**src/rtl/row_scan_sequencer_if.sv**
```systemverilog
// Handshake bundle between row_scan_sequencer, frame control, the dual-row shifter and the filter stage.
// Optional abort pair is present only when ROW_SCAN_ABORT_EN is defined.
interface row_scan_sequencer_if #(
    parameter int ROW_W = 9
);
    logic             i_start;
    logic             o_busy;
    logic             o_frame_done;
    logic             o_drs_trig;
    logic             o_drs_init_en;
    logic [ROW_W-1:0] o_drs_row_init;
    logic [ROW_W-1:0] o_drs_row_read;
    logic             i_drs_done;
    logic             o_proc_trig;
    logic [ROW_W-1:0] o_proc_row;
    logic             i_proc_done;
`ifdef ROW_SCAN_ABORT_EN
    logic             i_abort;
    logic             o_aborted;
`endif

    // Sequencer side
    modport master (
`ifdef ROW_SCAN_ABORT_EN
        input  i_abort,
        output o_aborted,
`endif
        input  i_start,
        output o_busy,
        output o_frame_done,
        output o_drs_trig,
        output o_drs_init_en,
        output o_drs_row_init,
        output o_drs_row_read,
        input  i_drs_done,
        output o_proc_trig,
        output o_proc_row,
        input  i_proc_done
    );

    // Frame control / shifter / filter side
    modport slave (
`ifdef ROW_SCAN_ABORT_EN
        output i_abort,
        input  o_aborted,
`endif
        output i_start,
        input  o_busy,
        input  o_frame_done,
        input  o_drs_trig,
        input  o_drs_init_en,
        input  o_drs_row_init,
        input  o_drs_row_read,
        output i_drs_done,
        input  o_proc_trig,
        input  o_proc_row,
        output i_proc_done
    );
endinterface

```
**src/rtl/row_scan_sequencer.sv**
```systemverilog
// Frame-level row walker: init read of rows 0/1, one shift read per later row, filter handshake per row pair.
// Define ROW_SCAN_ABORT_EN to add the i_abort / o_aborted frame abort.
module row_scan_sequencer #(
    parameter int ROW_W   = 9,
    parameter int ROW_MAX = 511
) (
    input logic                  i_clk,
    input logic                  i_rst,
    row_scan_sequencer_if.master scan
);
    typedef enum logic [3:0] {
        IDLE,
        INIT_RD,
        INIT_REL,
        PROC,
        PROC_REL,
        NEXT,
        RD,
        RD_REL,
        FDONE
    } state_t;

    localparam logic [ROW_W-1:0] ROW_LAST = ROW_W'(ROW_MAX);
    localparam logic [ROW_W-1:0] ROW_ONE  = ROW_W'(1);

    state_t           state;
    state_t           state_nxt;
    logic             drs_trig;
    logic             drs_trig_nxt;
    logic             init_en;
    logic             init_en_nxt;
    logic [ROW_W-1:0] row_read;
    logic [ROW_W-1:0] row_read_nxt;
    logic             proc_trig;
    logic             proc_trig_nxt;
    logic [ROW_W-1:0] proc_row;
    logic [ROW_W-1:0] proc_row_nxt;
    logic             done_reg;
    logic             done_nxt;
    logic             abort_req;

`ifdef ROW_SCAN_ABORT_EN
    logic abort_flag;
    logic abort_flag_nxt;
    logic aborted;
    logic aborted_nxt;

    // A pulse seen in the release state itself counts as well as the sticky flag.
    assign abort_req = abort_flag | scan.i_abort;
`else
    assign abort_req = 1'b0;
`endif

    always_ff @(posedge i_clk or posedge i_rst) begin
        if (i_rst) begin
            state     <= IDLE;
            drs_trig  <= 1'b0;
            init_en   <= 1'b0;
            row_read  <= '0;
            proc_trig <= 1'b0;
            proc_row  <= '0;
            done_reg  <= 1'b0;
`ifdef ROW_SCAN_ABORT_EN
            abort_flag <= 1'b0;
            aborted    <= 1'b0;
`endif
        end else begin
            state     <= state_nxt;
            drs_trig  <= drs_trig_nxt;
            init_en   <= init_en_nxt;
            row_read  <= row_read_nxt;
            proc_trig <= proc_trig_nxt;
            proc_row  <= proc_row_nxt;
            done_reg  <= done_nxt;
`ifdef ROW_SCAN_ABORT_EN
            abort_flag <= abort_flag_nxt;
            aborted    <= aborted_nxt;
`endif
        end
    end

    always_comb begin
        state_nxt = state;
        case (state)
            IDLE:     if (scan.i_start) state_nxt = INIT_RD;
            INIT_RD:  if (scan.i_drs_done) state_nxt = INIT_REL;
            INIT_REL: if (!scan.i_drs_done) state_nxt = abort_req ? IDLE : PROC;
            PROC:     if (scan.i_proc_done) state_nxt = PROC_REL;
            PROC_REL: if (!scan.i_proc_done) state_nxt = abort_req ? IDLE : NEXT;
            NEXT: begin
                if (abort_req)
                    state_nxt = IDLE;
                else if (row_read == ROW_LAST)
                    state_nxt = FDONE;
                else
                    state_nxt = RD;
            end
            RD:       if (scan.i_drs_done) state_nxt = RD_REL;
            RD_REL:   if (!scan.i_drs_done) state_nxt = abort_req ? IDLE : PROC;
            FDONE:    if (!scan.i_start) state_nxt = IDLE;
            default:  state_nxt = IDLE;
        endcase
    end

    // Outputs are registered: each value below becomes visible on the edge that takes the transition.
    always_comb begin
        drs_trig_nxt  = drs_trig;
        init_en_nxt   = init_en;
        row_read_nxt  = row_read;
        proc_trig_nxt = proc_trig;
        proc_row_nxt  = proc_row;
        done_nxt      = done_reg;
        case (state)
            IDLE: begin
                if (state_nxt == INIT_RD) begin
                    drs_trig_nxt = 1'b1;
                    init_en_nxt  = 1'b1;
                    row_read_nxt = ROW_ONE;
                end
            end
            INIT_RD, RD: begin
                if (state_nxt != state) begin
                    drs_trig_nxt = 1'b0;
                    init_en_nxt  = 1'b0;
                end
            end
            INIT_REL, RD_REL: begin
                if (state_nxt == PROC) begin
                    proc_trig_nxt = 1'b1;
                    proc_row_nxt  = row_read - ROW_ONE;
                end
            end
            PROC: begin
                if (state_nxt == PROC_REL) proc_trig_nxt = 1'b0;
            end
            NEXT: begin
                if (state_nxt == FDONE) begin
                    done_nxt = 1'b1;
                end else if (state_nxt == RD) begin
                    row_read_nxt = row_read + ROW_ONE;
                    drs_trig_nxt = 1'b1;
                    init_en_nxt  = 1'b0;
                end
            end
            FDONE: begin
                if (state_nxt == IDLE) done_nxt = 1'b0;
            end
            default: ;
        endcase
    end

`ifdef ROW_SCAN_ABORT_EN
    // Only an abort can bring a busy state other than FDONE back to IDLE.
    always_comb begin
        aborted_nxt    = (state != IDLE) && (state != FDONE) && (state_nxt == IDLE);
        abort_flag_nxt = abort_flag;
        if (aborted_nxt)
            abort_flag_nxt = 1'b0;
        else if (scan.i_abort && (state != IDLE) && (state != FDONE))
            abort_flag_nxt = 1'b1;
    end

    assign scan.o_aborted = aborted;
`endif

    assign scan.o_busy         = (state != IDLE);
    assign scan.o_frame_done   = done_reg & scan.i_start;
    assign scan.o_drs_trig     = drs_trig;
    assign scan.o_drs_init_en  = init_en;
    assign scan.o_drs_row_init = '0;
    assign scan.o_drs_row_read = row_read;
    assign scan.o_proc_trig    = proc_trig;
    assign scan.o_proc_row     = proc_row;

endmodule

```
**src/flat_wrapper.sv**
```systemverilog
// flat-port wrapper written by rule: the top's interface ports become plain ports
module row_scan_sequencer_flat 
#(
    parameter int ROW_W   = 9,
    parameter int ROW_MAX = 511
)
  (i_clk, i_rst, scan_i_start, scan_o_busy, scan_o_frame_done, scan_o_drs_trig, scan_o_drs_init_en, scan_o_drs_row_init, scan_o_drs_row_read, scan_i_drs_done, scan_o_proc_trig, scan_o_proc_row, scan_i_proc_done);
  row_scan_sequencer_if #(.ROW_W(ROW_W)) scan_i ();
  input logic i_clk;
  input logic i_rst;
  input wire logic [$bits(scan_i.i_start)-1:0] scan_i_start;
  output wire logic [$bits(scan_i.o_busy)-1:0] scan_o_busy;
  output wire logic [$bits(scan_i.o_frame_done)-1:0] scan_o_frame_done;
  output wire logic [$bits(scan_i.o_drs_trig)-1:0] scan_o_drs_trig;
  output wire logic [$bits(scan_i.o_drs_init_en)-1:0] scan_o_drs_init_en;
  output wire logic [$bits(scan_i.o_drs_row_init)-1:0] scan_o_drs_row_init;
  output wire logic [$bits(scan_i.o_drs_row_read)-1:0] scan_o_drs_row_read;
  input wire logic [$bits(scan_i.i_drs_done)-1:0] scan_i_drs_done;
  output wire logic [$bits(scan_i.o_proc_trig)-1:0] scan_o_proc_trig;
  output wire logic [$bits(scan_i.o_proc_row)-1:0] scan_o_proc_row;
  input wire logic [$bits(scan_i.i_proc_done)-1:0] scan_i_proc_done;
  assign scan_i.i_start = scan_i_start;
  assign scan_o_busy = scan_i.o_busy;
  assign scan_o_frame_done = scan_i.o_frame_done;
  assign scan_o_drs_trig = scan_i.o_drs_trig;
  assign scan_o_drs_init_en = scan_i.o_drs_init_en;
  assign scan_o_drs_row_init = scan_i.o_drs_row_init;
  assign scan_o_drs_row_read = scan_i.o_drs_row_read;
  assign scan_i.i_drs_done = scan_i_drs_done;
  assign scan_o_proc_trig = scan_i.o_proc_trig;
  assign scan_o_proc_row = scan_i.o_proc_row;
  assign scan_i.i_proc_done = scan_i_proc_done;
  row_scan_sequencer #(.ROW_W(ROW_W), .ROW_MAX(ROW_MAX)) u_core (.i_clk(i_clk), .i_rst(i_rst), .scan(scan_i));
endmodule
```
**config.mk**
```make
export PLATFORM = sky130hd
export DESIGN_NAME = row_scan_sequencer_flat
export DESIGN_NICKNAME = d
export VERILOG_FILES = /design/src/rtl/row_scan_sequencer_if.sv /design/src/rtl/row_scan_sequencer.sv /design/src/flat_wrapper.sv
export SDC_FILE = /design/constraint.sdc
export NUM_CORES = 1
export LEC_CHECK = 0
export BUFFER_PORTS_ARGS = -buffer_cell sky130_fd_sc_hd__buf_2
export CAP_MARGIN = 20
export CORE_MARGIN = 10
export CORE_UTILIZATION = 54
export DETAILED_ROUTE_END_ITERATION = 12
export PLACE_DENSITY = 0.84
export SYNTH_ARGS = -nofsm -noshare
export SYNTH_HDL_FRONTEND = slang
export SYNTH_SLANG_ARGS = --single-unit
export TNS_END_PERCENT = 50
```
**constraint.sdc**
```tcl
create_clock -name i_clk -period 6.39 [get_ports i_clk]
set_input_delay 0.639 -clock i_clk [delete_from_list [all_inputs] [get_ports i_clk]]
set_output_delay 0.639 -clock i_clk [all_outputs]
set_load 0.02 [all_outputs]
```
==> impl_metrics.ini, run 1 <==
[sta]
worst_slew_pin_slew_ns = 0.631
final_max_slew_viol_count = 0
slew_headroom_pct = 57.9
fmax_mhz = 392
finalSetupViolCount = 0
final.min_clock_period_ns = 2.55
finalHoldViolations = 0
finClkSkew_ns = 0.0134
fin_tns_setup_ns = 0
rsz0062_at_grt = false
post-route-period-util_pct = 39.9

[clock_tree]
cts.sinks = 26
cts_resized = 0
clk_pin_slew_worst_paths_ns = 0.15
cts_setup_buffers = 0
clock_path_buffers = 2
clock_latency_ns = 0.33
root_buffer = clkbuf_4
cts_hold_buf = 0
cts_made_buffers = 3
htreeDepth = 1
cts_tree = done

[die]
die-area_mm2 = 0.00562
initial_utilization_pct = 57.7
dieHeight_um = 75.0
core_area_mm2 = 0.00283
die_w_um = 75.0
row_count = 19
io_pins = 37

[routing]
wirelength_mm = 3.60
viasPerCell = 6.02
drcViolationCount = 0
dr_total_vias = 1313
wl_per_cell_um = 16.5
final_antenna_net_count = 0
first_pass_iters = 4
drtIter0Drc = 133

[yosys]
synthTopCellsByArea = dfrtp_1, mux2_4, buf_4, o21ai_0, nor2_1
ys_seq_elements = 26
netlist.area_leader.share_pct = 39.9
synth_cells = 168
synth_cell_type_count = 42
async_flop_share_pct = 100
synth_ff_type = dfrtp_1
syn_avg_cell_area_um2 = 9.71
synth_area_mm2 = 0.00163
ys_warn_count = 0
synth_top_area_cell = dfrtp_1
ys_seq_area_share_pct = 39.9
synth_edf_count = 0

[placed_design]
dpl-instance-area_mm2 = 0.00169
dp_hpwl_mm = 2.68
place_congestion = 0.879
placed_cells = 213
numPortBuffers = 27

[finish]
fillers = 245
insertedDiodeCount = 0
fin_cells = 218
syn_to_final_growth_pct = 8.59
drive_above_1_share_pct = 23.5
finalNetCount = 196
fin_area_mm2 = 0.00177
multi_input_area_um2 = 837
seq_area_um2 = 651

[global_routing]
grt-ovfl-total = 0
antenna_found_initial = 0
grt_pass1_wl_mm = 6.13
grt_max_degree = 27
groute.usage.overall_pct = 13.6
grt_pass1_vias = 1278

[setup_path]
crit_type = flop to flop
worstPathRequired_ns = 6.61
start_kind = flop
critPathMaxFanout = 10
cp.arrival_ns = 2.77
end_kind = flop

[min_path]
hold_class = input pin to async pin

[job]
cap_violations = 0

[pwr]
power.density_mw_per_mm2 = 462
leakage_nw = 0.875
max-vdd-ir-drop_v = 0.000278
p_total_mw = 0.819

[status]
status = finished clean
## final timing paths
path                                                 end  cells after the start                          start  slack (ns)
setup / recovery               u_core.scan.o_proc_row[3]                      7  u_core.scan.o_drs_row_read[2]        3.84
hold / removal                 u_core.scan.o_proc_row[8]                      2                          i_rst        0.25
setup reg to reg               u_core.scan.o_proc_row[3]                      7  u_core.scan.o_drs_row_read[2]        3.84
hold reg to reg                u_core.scan.o_proc_row[5]                      1      u_core.scan.o_proc_row[5]        0.52
max in group asynchronous  u_core.scan.o_drs_row_read[4]                      3                          i_rst        5.72
min in group i_clk             u_core.scan.o_proc_row[5]                      1      u_core.scan.o_proc_row[5]        0.52
## area by class of cell
class | count | area share, %
timing repair buffer | 28 | 9.18
multi-input combinational | 121 | 47.2
tap | 31 | 2.19
clock inverter | 1 | 1.69
inverter | 8 | 1.69
sequential | 26 | 36.7
clock buffer | 3 | 1.27
## Yosys cell counts, drive strengths merged, types with 4 or more instances
master / count
nor3: 6
dfrtp: 26
nor2: 14
buf: 19
nand3: 4
a21oi: 6
xor2: 5
inv: 8
mux2: 8
o21ai: 10
and2: 4
nand2: 12
o211ai: 5
xnor2: 5
## kinds of logic after synthesis
kind of cell	after synthesis	synth area share, %
compound gates	35	14.6
xor+xnor	10	5.37
fa+ha+maj	3	2.30
buf+inv	29	10.7
flops	26	39.9
mux	10	8.59
other cells	1	0.230
simple gates	54	18.3
## metrics by stage
step | setup WS [ns] | utilization (%) | hold slack (ns)
5_1_grt | 3.65 | 62.6 | 0.246
3_5_place_dp | 3.92 | 59.8 | 0.489
4_1_cts | 3.84 | 61.7 | 0.529
3_3_place_gp | 4.06 | 59.8 | 0.493
6_report | 3.84 | 62.6 | 0.249
2_1_floorplan | 4.15 | - | 0.458
## critical path: stages, from the launching register on
cell and delay, ns:
dfrtp_1 0.55, and4_1 0.29, nand2_1 0.09, nor2_1 0.13, ha_1 0.29, o21ai_0 0.16, a221o_1 0.57, mux2_4 0.38
## where the power goes
part	switching, mW	internal [mW]
Combinational	0.224	0.176
Clock	0.0505	0.0634
Sequential	0.0901	0.216
Total	0.364	0.455
## cell usage in the layout, fill, tap and decap left out, drive strengths merged, types with 2 or more instances in the layout
master	n
buf	28
dfrtp	26
nor2	14
nand2	12
o21ai	10
conb	9
inv	8
mux2	8
nor3	6
a21oi	6
o211ai	5
xnor2	5
xor2	5
nand3	4
and2	4
o2111ai	3
or3	3
ha	3
clkbuf	3
a32o	2
nand4b	2
and3b	2
mux2i	2
a22o	2
nor3b	2
## per-layer routing
metal  vias to the layer above  track usage [%]  share of wire, %
met2                        56             21.9                47
met1                       634             17.7                43
met4                         0             3.57               1.5
met3                         6             3.42               8.8
met5                         -                0                 0
li1                        617                -                 -
Note: power is estimated with default switching activity, not from simulation.
==> run 2, diff against run 1 <==
--- a/config.mk
+++ b/config.mk
@@ -8,9 +8,9 @@
 export BUFFER_PORTS_ARGS = -buffer_cell sky130_fd_sc_hd__buf_2
 export CAP_MARGIN = 20
 export CORE_MARGIN = 10
-export CORE_UTILIZATION = 54
+export CORE_UTILIZATION = 53
 export DETAILED_ROUTE_END_ITERATION = 12
-export PLACE_DENSITY = 0.84
+export PLACE_DENSITY = 0.82
 export SYNTH_ARGS = -nofsm -noshare
 export SYNTH_HDL_FRONTEND = slang
 export SYNTH_SLANG_ARGS = --single-unit
==> constraint.sdc (replaced) <==
create_clock -name i_clk -period 2.6 [get_ports i_clk]
set_input_delay 0.26 -clock i_clk [delete_from_list [all_inputs] [get_ports i_clk]]
set_output_delay 0.26 -clock i_clk [all_outputs]
set_load 0.02 [all_outputs]
==> impl_metrics.ini, run 2 (same netlist as run 1, synthesis figures left out) <==
[status]
status = finished clean

[finish]
insertedDiodeCount = 0
final_common_cell = buf_2
fin_cells = 225
drive_above_1_share_pct = 25.0
finalNetCount = 201
syn_to_final_growth_pct = 11.2
final_cell_mix = buf_2, dfrtp_1, nor2_1

[setup_path]
slowest_delay_ns = 0.57
cp_cell_sequence = and4_1, nand2_1, nor2_1, ha_1, o21ai_0, a221o_1, mux2_4
end_kind = flop
cp.arrival_ns = 2.67
start_kind = flop
crit_path_start = u_core.scan.o_drs_row_read[5]
r2r-start = u_core.scan.o_drs_row_read[5]
r2r_slack_ns = 0.17
worstPathRequired_ns = 2.84
rr_endpoint = u_core.scan.o_proc_row[5]
slowest_stage = a221o_1
r2r_cells = 7
critPathMaxFanout = 10
crit_type = flop to flop
crit_end = u_core.scan.o_proc_row[5]

[die]
dieHeight_um = 75.5
row_count = 20
die_w_um = 75.5
die-area_mm2 = 0.00570
core_area_mm2 = 0.00300
io_pins = 37
initial_utilization_pct = 54.3

[clock_tree]
cts_made_buffers = 3
root_buffer = clkbuf_4
clock_latency_ns = 0.34
cts.sinks = 26
clock_path_buffers = 2
clk_pin_slew_worst_paths_ns = 0.15
htreeDepth = 1
cts_tree = done
cts_setup_buffers = 0

[routing]
drtIter0Drc = 123
final_antenna_net_count = 0
top_layer_used = met4
dr_total_vias = 1291
wl_met2_mm = 1.59
wl_per_cell_um = 15.6
met3_length_um = 261
viasPerCell = 5.74
wirelength_mm = 3.50
first_pass_iters = 4
met1_length_mm = 1.59
drcViolationCount = 0

[pwr]
max-vdd-ir-drop_v = 0.000575
leakage_nw = 0.899
p_total_mw = 2.05
power.density_mw_per_mm2 = 1130

[sta]
worst_slew_pin_slew_ns = 0.622
setup_slack_ns = 0.170
post-route-period-util_pct = 93.4
final.min_clock_period_ns = 2.43
fin_hold_ws_ns = 0.294
final_max_slew_viol_count = 0
finalSetupViolCount = 0
finalHoldViolations = 0
fmax_mhz = 412
fin_tns_setup_ns = 0
slew_headroom_pct = 58.5
rsz0062_at_grt = false
finClkSkew_ns = 0.00625

[min_path]
hold_class = input pin to flop

[placed_design]
placed_cells = 219
place_congestion = 0.903
numPortBuffers = 27
pre_cts_slack_ns = 0.221
dp_hpwl_mm = 2.63

[job]
cap_violations = 0

[global_routing]
grt_pass1_vias = 1248
grt_pass1_wl_mm = 5.70
grt-ovfl-total = 0
grt_max_degree = 27
groute.usage.overall_pct = 12.6
antenna_found_initial = 0
[run 2: cell types whose count changed in the layout (fill, tap and decap cells not counted), sizes merged]
cell / before / now
buf: 28 / 32
dlygate4sd3: 0 / 1
[run 2: worst max-delay path, delay by kind of cell, from the launching register on]
kind	cells	cell delay (ns)
and+or+nand+nor	3	0.40
muxes	1	0.35
DFF	1	0.48
adders and majority gates	1	0.26
AOI/OAI and AO/OA	2	0.85
[run 2: worst min-delay path by stage]
| stage | slack (ns) | start | to | depth (start not counted) |
|---|---|---|---|---|
| final | 0.29 | scan_i_proc_done | u_core.state[0] | 3 |
| after global routing | 0.33 | scan_i_proc_done | u_core.state[0] | 3 |
| after CTS | 0.16 | i_rst | u_core.scan.o_proc_row[7] | 2 |
| after detailed placement | 0.49 | u_core.scan.o_proc_row[0] | u_core.scan.o_proc_row[0] | 1 |
| after global placement | 0.49 | u_core.scan.o_proc_row[5] | u_core.scan.o_proc_row[5] | 1 |
| after floorplan | 0.30 | i_rst | u_core.done_reg | 1 |
[run 2: power breakdown]
part | internal, mW | total (mW) | leakage (nW) | switching [mW]
Clock | 0.156 | 0.287 | 0.0279 | 0.131
Combinational | 0.462 | 1.06 | 0.536 | 0.594
Sequential | 0.532 | 0.701 | 0.335 | 0.170
[run 2: metrics by stage]
step,instance area (um2),utilization (%)
finish,1810,60.4
global route,1810,60.4
CTS,1780,59.2
detailed placement,1720,57.4
global placement,1720,57.4
floorplan,1660,-
[run 2: what timing repair did]
action,4_1_cts,5_1_grt
hold buffers,0,1
gates resized for setup,0,0
hold endpoints to repair,0,6
[run 2: final cells by class]
type | count | area [um2]
clock buffers | 3 | 22.5
clock inverters | 1 | 30.0
fillers | 255 | 1190
inverters | 8 | 30.0
multi-input cells | 121 | 837
flip-flops and latches | 26 | 651
well taps | 33 | 41.3
repair buffers | 33 | 203
[run 2: routing by layer]
metal  track usage [%]  vias to the layer above
met2              20.1                       48
met1              16.0                      612
met3              2.73                        7
met5                 0                        -
li1                  -                      624
met4              4.95                        0
